<file path="src/rtl/axis_stall_detector.sv">
`default_nettype none
// ============================================================================
// Module      : axis_stall_detector
// Description : Watches the tvalid/tready pairs of a DUT's AXI-Stream ports
//               and raises a per-channel block flag when the DUT has gone
//               STALL_THRESH consecutive cycles without any stream transfer
//               while at least one channel waits on its peer. An input channel
//               is stalled when it is ready but starved. An output channel is
//               stalled when it is valid but backpressured. The resulting flag
//               vector feeds the cosim deadlock monitor.
// Revision    : 1.0 - initial release
// ----------------------------------------------------------------------------
// Ports
//   clock              in   1        clock
//   reset              in   1        synchronous, active-high reset
//   enable_i           in   1        1 = detection active
//   ch_tvalid_i        in   NUM_CH   tvalid of each channel
//   ch_tready_i        in   NUM_CH   tready of each channel
//   axis_block_sigs_o  out  NUM_CH   registered per-channel block flags
//   any_block_o        out  1        registered OR of the block flags
//   first_block_idx_o  out  IDX_W    lowest flagged channel at BLOCKED entry
//   stall_count_o      out  CNT_W    consecutive stall cycles, saturating
// ============================================================================
module axis_stall_detector #(
    parameter int                NUM_CH       = 2,
    parameter logic [NUM_CH-1:0] DIR_MASK     = NUM_CH'(2'b01),
    parameter int                STALL_THRESH = 1024,
    parameter int                CNT_W        = 16,
    localparam int               IDX_W        = (NUM_CH > 1) ? $clog2(NUM_CH) : 1
) (
    input  logic              clock,
    input  logic              reset,
    input  logic              enable_i,
    input  logic [NUM_CH-1:0] ch_tvalid_i,
    input  logic [NUM_CH-1:0] ch_tready_i,
    output logic [NUM_CH-1:0] axis_block_sigs_o,
    output logic              any_block_o,
    output logic [IDX_W-1:0]  first_block_idx_o,
    output logic [CNT_W-1:0]  stall_count_o
);

    localparam logic [CNT_W-1:0] CNT_MAX   = {CNT_W{1'b1}};
    localparam logic [CNT_W-1:0] THRESH_M1 = CNT_W'(STALL_THRESH - 1);

    typedef enum logic [1:0] {
        S_IDLE    = 2'd0,
        S_RUN     = 2'd1,
        S_COUNT   = 2'd2,
        S_BLOCKED = 2'd3
    } state_t;

    state_t            state_q;
    logic [CNT_W-1:0]  cnt_q;
    logic [NUM_CH-1:0] sigs_q;
    logic              any_q;
    logic [IDX_W-1:0]  idx_q;

    logic [NUM_CH-1:0] cand;
    logic              progress;
    logic              stall;
    logic [IDX_W-1:0]  low_idx;
    logic [CNT_W-1:0]  cnt_inc_d;

    // A channel is a block candidate when it waits on its peer: inputs are
    // ready but starved, outputs are valid but backpressured.
    always_comb begin
        cand = '0;
        for (int i = 0; i < NUM_CH; i++) begin
            cand[i] = DIR_MASK[i] ? (ch_tready_i[i] & ~ch_tvalid_i[i])
                                  : (ch_tvalid_i[i] & ~ch_tready_i[i]);
        end
    end

    // A transfer on any channel counts as forward progress for all of them.
    assign progress = |(ch_tvalid_i & ch_tready_i);
    assign stall    = (|cand) & ~progress;

    // Lowest set candidate bit; scanning downward lets the lowest win.
    always_comb begin
        low_idx = '0;
        for (int i = NUM_CH - 1; i >= 0; i--) begin
            if (cand[i]) begin
                low_idx = IDX_W'(i);
            end
        end
    end

    assign cnt_inc_d = (cnt_q == CNT_MAX) ? cnt_q : cnt_q + CNT_W'(1);

    always_ff @(posedge clock) begin
        if (reset || !enable_i) begin
            state_q <= S_IDLE;
            cnt_q   <= '0;
            sigs_q  <= '0;
            any_q   <= 1'b0;
            idx_q   <= '0;
        end else begin
            case (state_q)
                S_IDLE: begin
                    state_q <= S_RUN;
                end
                S_RUN: begin
                    if (stall) begin
                        state_q <= S_COUNT;
                        cnt_q   <= CNT_W'(1);
                    end else begin
                        cnt_q   <= '0;
                    end
                end
                S_COUNT: begin
                    if (!stall) begin
                        state_q <= S_RUN;
                        cnt_q   <= '0;
                    end else begin
                        cnt_q <= cnt_inc_d;
                        // Count reaches the threshold on this edge: flags
                        // become visible exactly STALL_THRESH cycles after
                        // the first stalled cycle.
                        if (cnt_q == THRESH_M1) begin
                            state_q <= S_BLOCKED;
                            sigs_q  <= cand;
                            any_q   <= |cand;
                            idx_q   <= low_idx;
                        end
                    end
                end
                S_BLOCKED: begin
                    if (!stall) begin
                        state_q <= S_RUN;
                        cnt_q   <= '0;
                        sigs_q  <= '0;
                        any_q   <= 1'b0;
                        idx_q   <= '0;
                    end else begin
                        // Flag set tracks the live candidates; the entry
                        // index is held until the block clears.
                        sigs_q <= cand;
                        any_q  <= |cand;
                        cnt_q  <= cnt_inc_d;
                    end
                end
                default: begin
                    state_q <= S_IDLE;
                end
            endcase
        end
    end

    assign axis_block_sigs_o = sigs_q;
    assign any_block_o       = any_q;
    assign first_block_idx_o = idx_q;
    assign stall_count_o     = cnt_q;

endmodule
`default_nettype wire

</file>
<file path="config.mk">
export PLATFORM = sky130hd
export DESIGN_NAME = axis_stall_detector
export DESIGN_NICKNAME = d
export VERILOG_FILES = /design/src/rtl/axis_stall_detector.sv
export SDC_FILE = /design/constraint.sdc
export NUM_CORES = 1
export LEC_CHECK = 0
export ABC_CLOCK_PERIOD_IN_PS = 2600
export CORE_UTILIZATION = 45
export DETAILED_ROUTE_END_ITERATION = 6
export GPL_TIMING_DRIVEN = 0
export PLACE_DENSITY = 0.75
export RECOVER_POWER = 100
export SLEW_MARGIN = 10
export SYNTH_ARGS = -nofsm -noshare
export SYNTH_HDL_FRONTEND = slang
export SYNTH_SLANG_ARGS = --single-unit
export TNS_END_PERCENT = 10
</file>
<file path="constraint.sdc">
create_clock -name clock -period 2.6 [get_ports clock]
set_input_delay 0.52 -clock clock [delete_from_list [all_inputs] [get_ports clock]]
set_output_delay 0.52 -clock clock [all_outputs]
set_load 0.02 [all_outputs]
</file>
==> results of run 1 <==
[timing repair]
action / CTS / global route
gates resized for setup: 0 / 2
setup endpoints to repair: 0 / 1
endpoints found under the hold margin: 0 / 0
hold buffers: 0 / 0
[final cells by class]
type,count,area share
Tap cell,44,0.0296
Multi-Input combinational cell,147,0.540
Clock buffer,4,0.0195
Timing Repair Buffer,25,0.135
Sequential cell,22,0.237
Inverter,8,0.0162
Buffer,10,0.0229
[sequential cells by signal, summed over array words and instances (netlist names)]
register / flops
stall_count_o: 16
axis_block_sigs_o: 2
state_q: 2
any_block_o: 1
first_block_idx_o: 1
[metrics by stage]
step | area (um2) | utilization | hold WS (ns) | setup WS (ns) | TNS (ns)
global placement | 1830 | 0.584 | 0.449 | 0.0217 | 0
detailed placement | 1830 | 0.584 | 0.461 | -0.0412 | -0.0709
floorplan | 1520 | - | 0.505 | 0.645 | 0
CTS | 1860 | 0.595 | 0.486 | 0.212 | 0
finish | 1860 | 0.594 | 0.480 | 0.295 | 0
global route | 1860 | 0.594 | 0.513 | 0.0827 | 0
[how the worst max path moves through the flow]
| stage | end | slack [ns] | depth (start not counted) |
|---|---|---|---|
| finish | stall_count_o[2] | 0.29 | 6 |
| detailed placement | stall_count_o[9] | -0.04 | 6 |
| CTS | stall_count_o[9] | 0.21 | 7 |
| global placement | stall_count_o[11] | 0.02 | 6 |
| floorplan | stall_count_o[8] | 0.64 | 5 |
| global route | stall_count_o[2] | 0.08 | 6 |
[worst max-delay path: cells and delay by family (launching register included)]
kind / cells / cell delay (ns)
flops: 1 / 0.45
compound gates: 2 / 0.40
fa+ha+maj: 1 / 0.22
simple gates: 2 / 0.85
buf+inv: 1 / 0.30
[power by group]
part | internal (uW) | switching, uW
combinational | 22.1 | 39.1
clock | 85.6 | 107
sequential | 339 | 1.87
[cell families after synthesis]
logic type / Yosys count
adders and majority gates: 6
muxes: 8
buffers and inverters: 18
and+or+nand+nor: 85
DFF: 22
AOI/OAI and AO/OA: 48
[metal layers]
metal,routed length (um),vias to the layer above
met3,222,7
met1,1880,770
met2,1840,59
met5,0,-
met4,57,0
li1,-,786
[cells in the final DEF, fill, tap and decap left out, types with 7 or more instances in the layout]
master,netlist,final
dfxtp_1,22,22
nand2_1,17,17
dlygate4sd3_1,0,21
mux2i_1,7,7
or4_1,7,7
o211ai_1,13,14
inv_1,8,8
nand4_1,7,7
nand3_1,9,9
nor2_1,8,8
a21oi_1,8,8
==> summary.txt, run 1 <==
Timing
  – F_max: ~430 MHz
  – Endpoints failing hold: 0
  – Worst-margin pin slew: roughly 0.80 ns
  – RSZ-0062 raised after global routing: no
  – Finish-stage setup viols: 0
  – Relative slew slack: 0.459
  – Fin. max-slew vios: 0
  – Fin crit share: 0.887
  – Max Clock Skew: slightly below 0.006 ns
  – Fin crit period: 2.31 ns

Critical path
  – CP cell instances: ha_1 > nand3_1 > nor4_1 > clkbuf_2 > o21ai_0 > a211oi_1
  – CP Launch Type: flop
  – Slowest cell delay on critical path: between 0.5 and 0.6 ns
  – Crit path capture type: flop
  – R2R Setup Slk: 0.29 ns
  – Slowest CP cell: nor4_1
  – Worst path arrival time: between 2 and 3 ns
  – RR Endpoint: stall_count_o[2]
  – Worst-path maximum fanout: 10
  – Setup CP Type: reg2reg
  – Critical path startpoint: stall_count_o[0]
  – Req. time, crit path: roughly 2.8 ns
  – Critical R2R Launch: stall_count_o[0]
  – Register-to-Register Path Depth: 6

Placed design
  – Placed cells: about 260
  – Post-DP HPWL: 2860 um
  – Gp weighted congestion: just under 0.9
  – Port Buf Inserts: 25

Clock network
  – Clock Tree Root: clkbuf_4
  – Clock buffer count from CTS: 3
  – Clock Latency Late Sink: ~0.31 ns
  – Worst-path clk slew: ~0.13 ns
  – Htree depth: 1
  – Clock buffer depth: 2
  – Num Clock Sinks: 22
  – CTS tree: done
  – Setup bufs post-CTS: 0

Global route
  – Grt total ovfl: 0
  – Number of global-route vias before repair: between 1,000 and 1,500
  – Grt met1 use: 0.333
  – Met3 usage: 0.0238
  – GR peak layer: met2
  – Gr usage total: 0.240
  – Initial antenna violation count: 0
  – Met2 Usage GRT: 0.383
  – Pin count of the biggest net entering global routing: 13
  – First-pass GRT wire length: 6580 um

Logic synthesis
  – Ys async rst share: 0
  – Cells after synthesis: around 190
  – Mux share of post-synthesis cell area: 0.0535
  – Largest family of logic cells by synthesized area: simple AND/OR/NAND/NOR gates
  – Avg Cell Area, Syn: about 8.1 um2
  – Register area share after synthesis: 0.290
  – YS warnings: 0
  – Simple-gate area share of the yosys netlist: 0.335
  – Post-Syn Area: 1520 um2
  – Share of the synthesized area in the top cell type: 0.290
  – Yosys top cell by area: dfxtp_1
  – Post-synth EDFFs: 0
  – Most common cell in the netlist: dfxtp_1
  – Synth top area cells: dfxtp_1, o211ai_1, ha_1, mux2i_1, nand2_1
  – Post-Synth XOR/XNOR Area: 0
  – Synth Area in Adders: 0.0494
  – Main synth FF type: dfxtp_1
  – Post-synth cell types: 42
  – Flops & latches, synth: 22
  – Synth top cells by count: dfxtp_1, nand2_1, o211ai_1, nand3_1
  – Syn_nets: 200
  – Compound-cell area share of the yosys netlist: 0.226

Power and ir drop
  – Leakage power: 0.000619 uW
  – Pwr Total: around 590 uW
  – Max VDD drop: around 0.27 mV
  – PwrDens: 320 nW/um2

Final layout
  – Post-layout nets: 230
  – Layout cells sized above 1: 0.0694
  – Non-filler cells in the finished layout: 260
  – Fillers: 300
  – Area of the multi-input gates: 1000 um2
  – N_diodes: 0
  – Register Area: about 440 um2
  – Area Overhead vs Synth: 22.2%

Die
  – I/O pins: 27
  – Area of the core: about 3100 um2
  – Initial core utilization: 0.486
  – # rows: 20
  – Die X-Extent: ~60 um
  – Die Y-Extent: 60.1 um
  – Die area: approximately 3600 um2

Min path
  – HP Start: any_block_o
  – Hold Path Class: reg2reg
  – Hold Path Depth: 2
  – Hold EP: any_block_o

Run status
  – Status: finished clean

Detailed routing
  – WL final: around 4000 um
  – Drt drc: 0
  – DR WL/cell: between 15 and 20 um
  – DRT iter0 DRCs: slightly below 100
  – Drt via density: about 6.2
  – Drt first pass iters: 4
  – Via count: roughly 1,600
  – Post-route ant nets: 0

Job
  – MaxCap Viol Count: 0
No activity file was read; power rests on OpenSTA's default activity.
==> run 2, diff against run 1 <==
--- a/config.mk
+++ b/config.mk
@@ -6,10 +6,13 @@
 export NUM_CORES = 1
 export LEC_CHECK = 0
 export ABC_CLOCK_PERIOD_IN_PS = 2600
+export CELL_PAD_IN_SITES_DETAIL_PLACEMENT = 0
+export CELL_PAD_IN_SITES_GLOBAL_PLACEMENT = 1
 export CORE_UTILIZATION = 45
 export DETAILED_ROUTE_END_ITERATION = 6
+export DONT_BUFFER_PORTS = 1
 export GPL_TIMING_DRIVEN = 0
-export PLACE_DENSITY = 0.75
+export PLACE_DENSITY = 0.82
 export RECOVER_POWER = 100
 export SLEW_MARGIN = 10
 export SYNTH_ARGS = -nofsm -noshare
==> summary.txt, run 2 (synthesis results as in run 1) <==
Clock network
  – Clock buffer count from CTS: 3 (unchanged)
  – Worst-path clk slew: 0.15 ns (was 0.13 ns)
  – Clock Latency Late Sink: 0.32 ns (was 0.31 ns)
  – Clock buffer depth: 2 (unchanged)
  – Clock Tree Root: clkbuf_4 (unchanged)
  – Htree depth: 1 (unchanged)
  – CTS tree: done (unchanged)
  – Num Clock Sinks: 22 (unchanged)
  – Setup bufs post-CTS: 0 (unchanged)

Power and ir drop
  – Clk network pwr share: 0.345 (was 0.324)
  – Psw: 157 uW (was 148 uW)
  – Sw frac: 0.264 (was 0.249)
  – Max VDD drop: 0.277 mV (was 0.266 mV)
  – PwrDens: 371 nW/um2 (was 320 nW/um2)
  – Flop pwr share: 0.571 (was 0.573)
  – Combinational Power Share: 0.085 (was 0.103)
  – Leakage power: 0.000466 uW (was 0.000619 uW)
  – Design internal power: 440 uW (was 446 uW)

Timing
  – Finish-stage setup viols: 0 (unchanged)
  – Fin. max-slew vios: 0 (unchanged)
  – Worst-margin pin slew: 0.560 ns (was 0.804 ns)
  – Worst Setup Slack, final: 0.177 ns (was 0.295 ns)
  – Fin crit share: 0.932 (was 0.887)
  – Relative slew slack: 0.627 (was 0.459)
  – F_max: 413 MHz (was 434 MHz)
  – Endpoints failing hold: 0 (unchanged)
  – Fin crit period: 2.42 ns (was 2.31 ns)
  – RSZ-0062 raised after global routing: no (unchanged)
  – Max Clock Skew: 0.0147 ns (was 0.00582 ns)
  – Setup TNS: 0 ns (unchanged)

Detailed routing
  – Drt drc: 0 (unchanged)
  – WL final: 3980 um (was 4000 um)
  – DRT iter0 DRCs: 126 (was 99)
  – DR WL/cell: 16.9 um (was 15.4 um)
  – Drt first pass iters: 4 (unchanged)
  – Post-route ant nets: 0 (unchanged)
  – Via count: 1,483 (was 1,622)
  – Drt via density: 6.31 (was 6.24)

Critical path
  – Worst-path maximum fanout: 10 (unchanged)
  – Slowest CP cell: nor4_1 (unchanged)
  – Setup CP Type: reg2reg (unchanged)
  – Slowest cell delay on critical path: 0.57 ns (was 0.53 ns)
  – Crit path buffers/inverters: 1 (unchanged)
  – Worst path arrival time: 2.67 ns (was 2.54 ns)
  – Crit path capture type: flop (unchanged)
  – CP cell instances: ha_1 > nand3_1 > nor4_1 > clkbuf_2 > o21ai_0 > a211oi_1 (unchanged)
  – Req. time, crit path: 2.85 ns (was 2.83 ns)
  – CP Launch Type: flop (unchanged)
  – Delay-heaviest family, CP: simple AND/OR/NAND/NOR gates (unchanged)

Final layout
  – Commonest non-fill, non-tap cell in the layout: dfxtp_1 (unchanged)
  – N_diodes: 0 (unchanged)
  – Core Util, Final: 0.515 (was 0.594)
  – Area Overhead vs Synth: 5.93% (was 22.2%)
  – Most frequent cells in the layout: dfxtp_1, nand2_1, o211ai_1, nand3_1 (was dfxtp_1, dlygate4sd3_1, nand2_1, o211ai_1, nand3_1)
  – Post-layout nets: 205 (was 230)
  – Max reg flops: 16 (unchanged)
  – Layout cells sized above 1: 0.0890 (was 0.0694)

Global route
  – Pin count of the biggest net entering global routing: 13 (unchanged)
  – First-pass GRT wire length: 6330 um (was 6580 um)
  – Gr usage total: 0.232 (was 0.240)
  – Grt total ovfl: 0 (unchanged)
  – Number of global-route vias before repair: 1,321 (was 1,419)
  – Initial antenna violation count: 0 (unchanged)

Die
  – Initial core utilization: 0.486 (unchanged)
  – Die Y-Extent: 60.1 um (unchanged)
  – Area of the core: 3130 um2 (unchanged)
  – I/O pins: 27 (unchanged)
  – Die area: 3610 um2 (unchanged)
  – # rows: 20 (unchanged)
  – Die X-Extent: 60.1 um (unchanged)

Placed design
  – Post-DP HPWL: 2850 um (was 2860 um)
  – Gp weighted congestion: 0.816 (was 0.879)
  – DP Worst Slack: 0.194 ns (was -0.0412 ns)
  – Port Buf Inserts: 0 (was 25)

Min path
  – Hold Path Class: in2reg (was reg2reg)

Job
  – MaxCap Viol Count: 0 (unchanged)

Run status
  – Status: finished clean (unchanged)
run 2: cell count changes in the layout (fill, tap and decap cells not counted), sizes merged:
cell | previous run | this run
dlygate4sd3 | 21 | 0
clkdlybuf4s50 | 4 | 0
run 2: power by group through the flow:
| stage | Clock, uW | Combinational [uW] | Sequential [uW] |
|---|---|---|---|
| finish | 206 | 50.6 | 341 |
| detailed placement | 0 | 49.7 | 348 |
| global route | 217 | 54.7 | 341 |
| global placement | 0 | 50.1 | 348 |
| floorplan | 0 | 37.7 | 348 |
| CTS | 204 | 49.7 | 341 |
run 2: worst reg2reg max path, delay by kind of cell (launching register included):
kind,cells,cell delay (ns)
simple gates,2,0.87
flops,1,0.55
compound gates,2,0.37
buf+inv,1,0.31
fa+ha+maj,1,0.26
run 2: layout make-up:
class                      instances  area [um2]
sequential                        22         440
multi-input combinational        147        1010
tap                               44        55.1
clock buffer                       4        36.3
inverter                           8        30.0
buffer                            10        42.5
fill                             315        1520
run 2: layer usage:
metal | global-route usage | part of all wire
met1 | 0.288 | 0.44
met5 | 0 | 0
met2 | 0.392 | 0.49
met4 | 0.0831 | 0.011
met3 | 0.0455 | 0.058
run 2: path summary, 6_finish.rpt:
| kind | startpoint | slack (ns) | cells after the start | endpoint |
|---|---|---|---|---|
| worst min-delay path | ch_tready_i[1] | 0.38 | 2 | axis_block_sigs_o[1] |
| worst min register to register | state_q[1] | 0.56 | 2 | state_q[1] |
| worst max-delay path | stall_count_o[0] | 0.18 | 6 | stall_count_o[2] |
| worst max register to register | stall_count_o[0] | 0.18 | 6 | stall_count_o[2] |
run 2: what timing repair did:
item / in CTS / in global routing
hold buffers: 0 / 0
setup endpoints to repair: 0 / 2
resized for setup: 0 / 3
run 2: metrics by stage:
| step | area (um2) | hold WS [ns] | power (uW) | instances |
|---|---|---|---|---|
| finish | 1610 | 0.384 | 597 | 235 |
| CTS | 1610 | 0.381 | 595 | 235 |
| detailed placement | 1580 | 0.542 | 398 | 231 |
| global placement | 1580 | 0.522 | 398 | 231 |
| global route | 1610 | 0.392 | 613 | 235 |
| floorplan | 1520 | 0.505 | 386 | 187 |
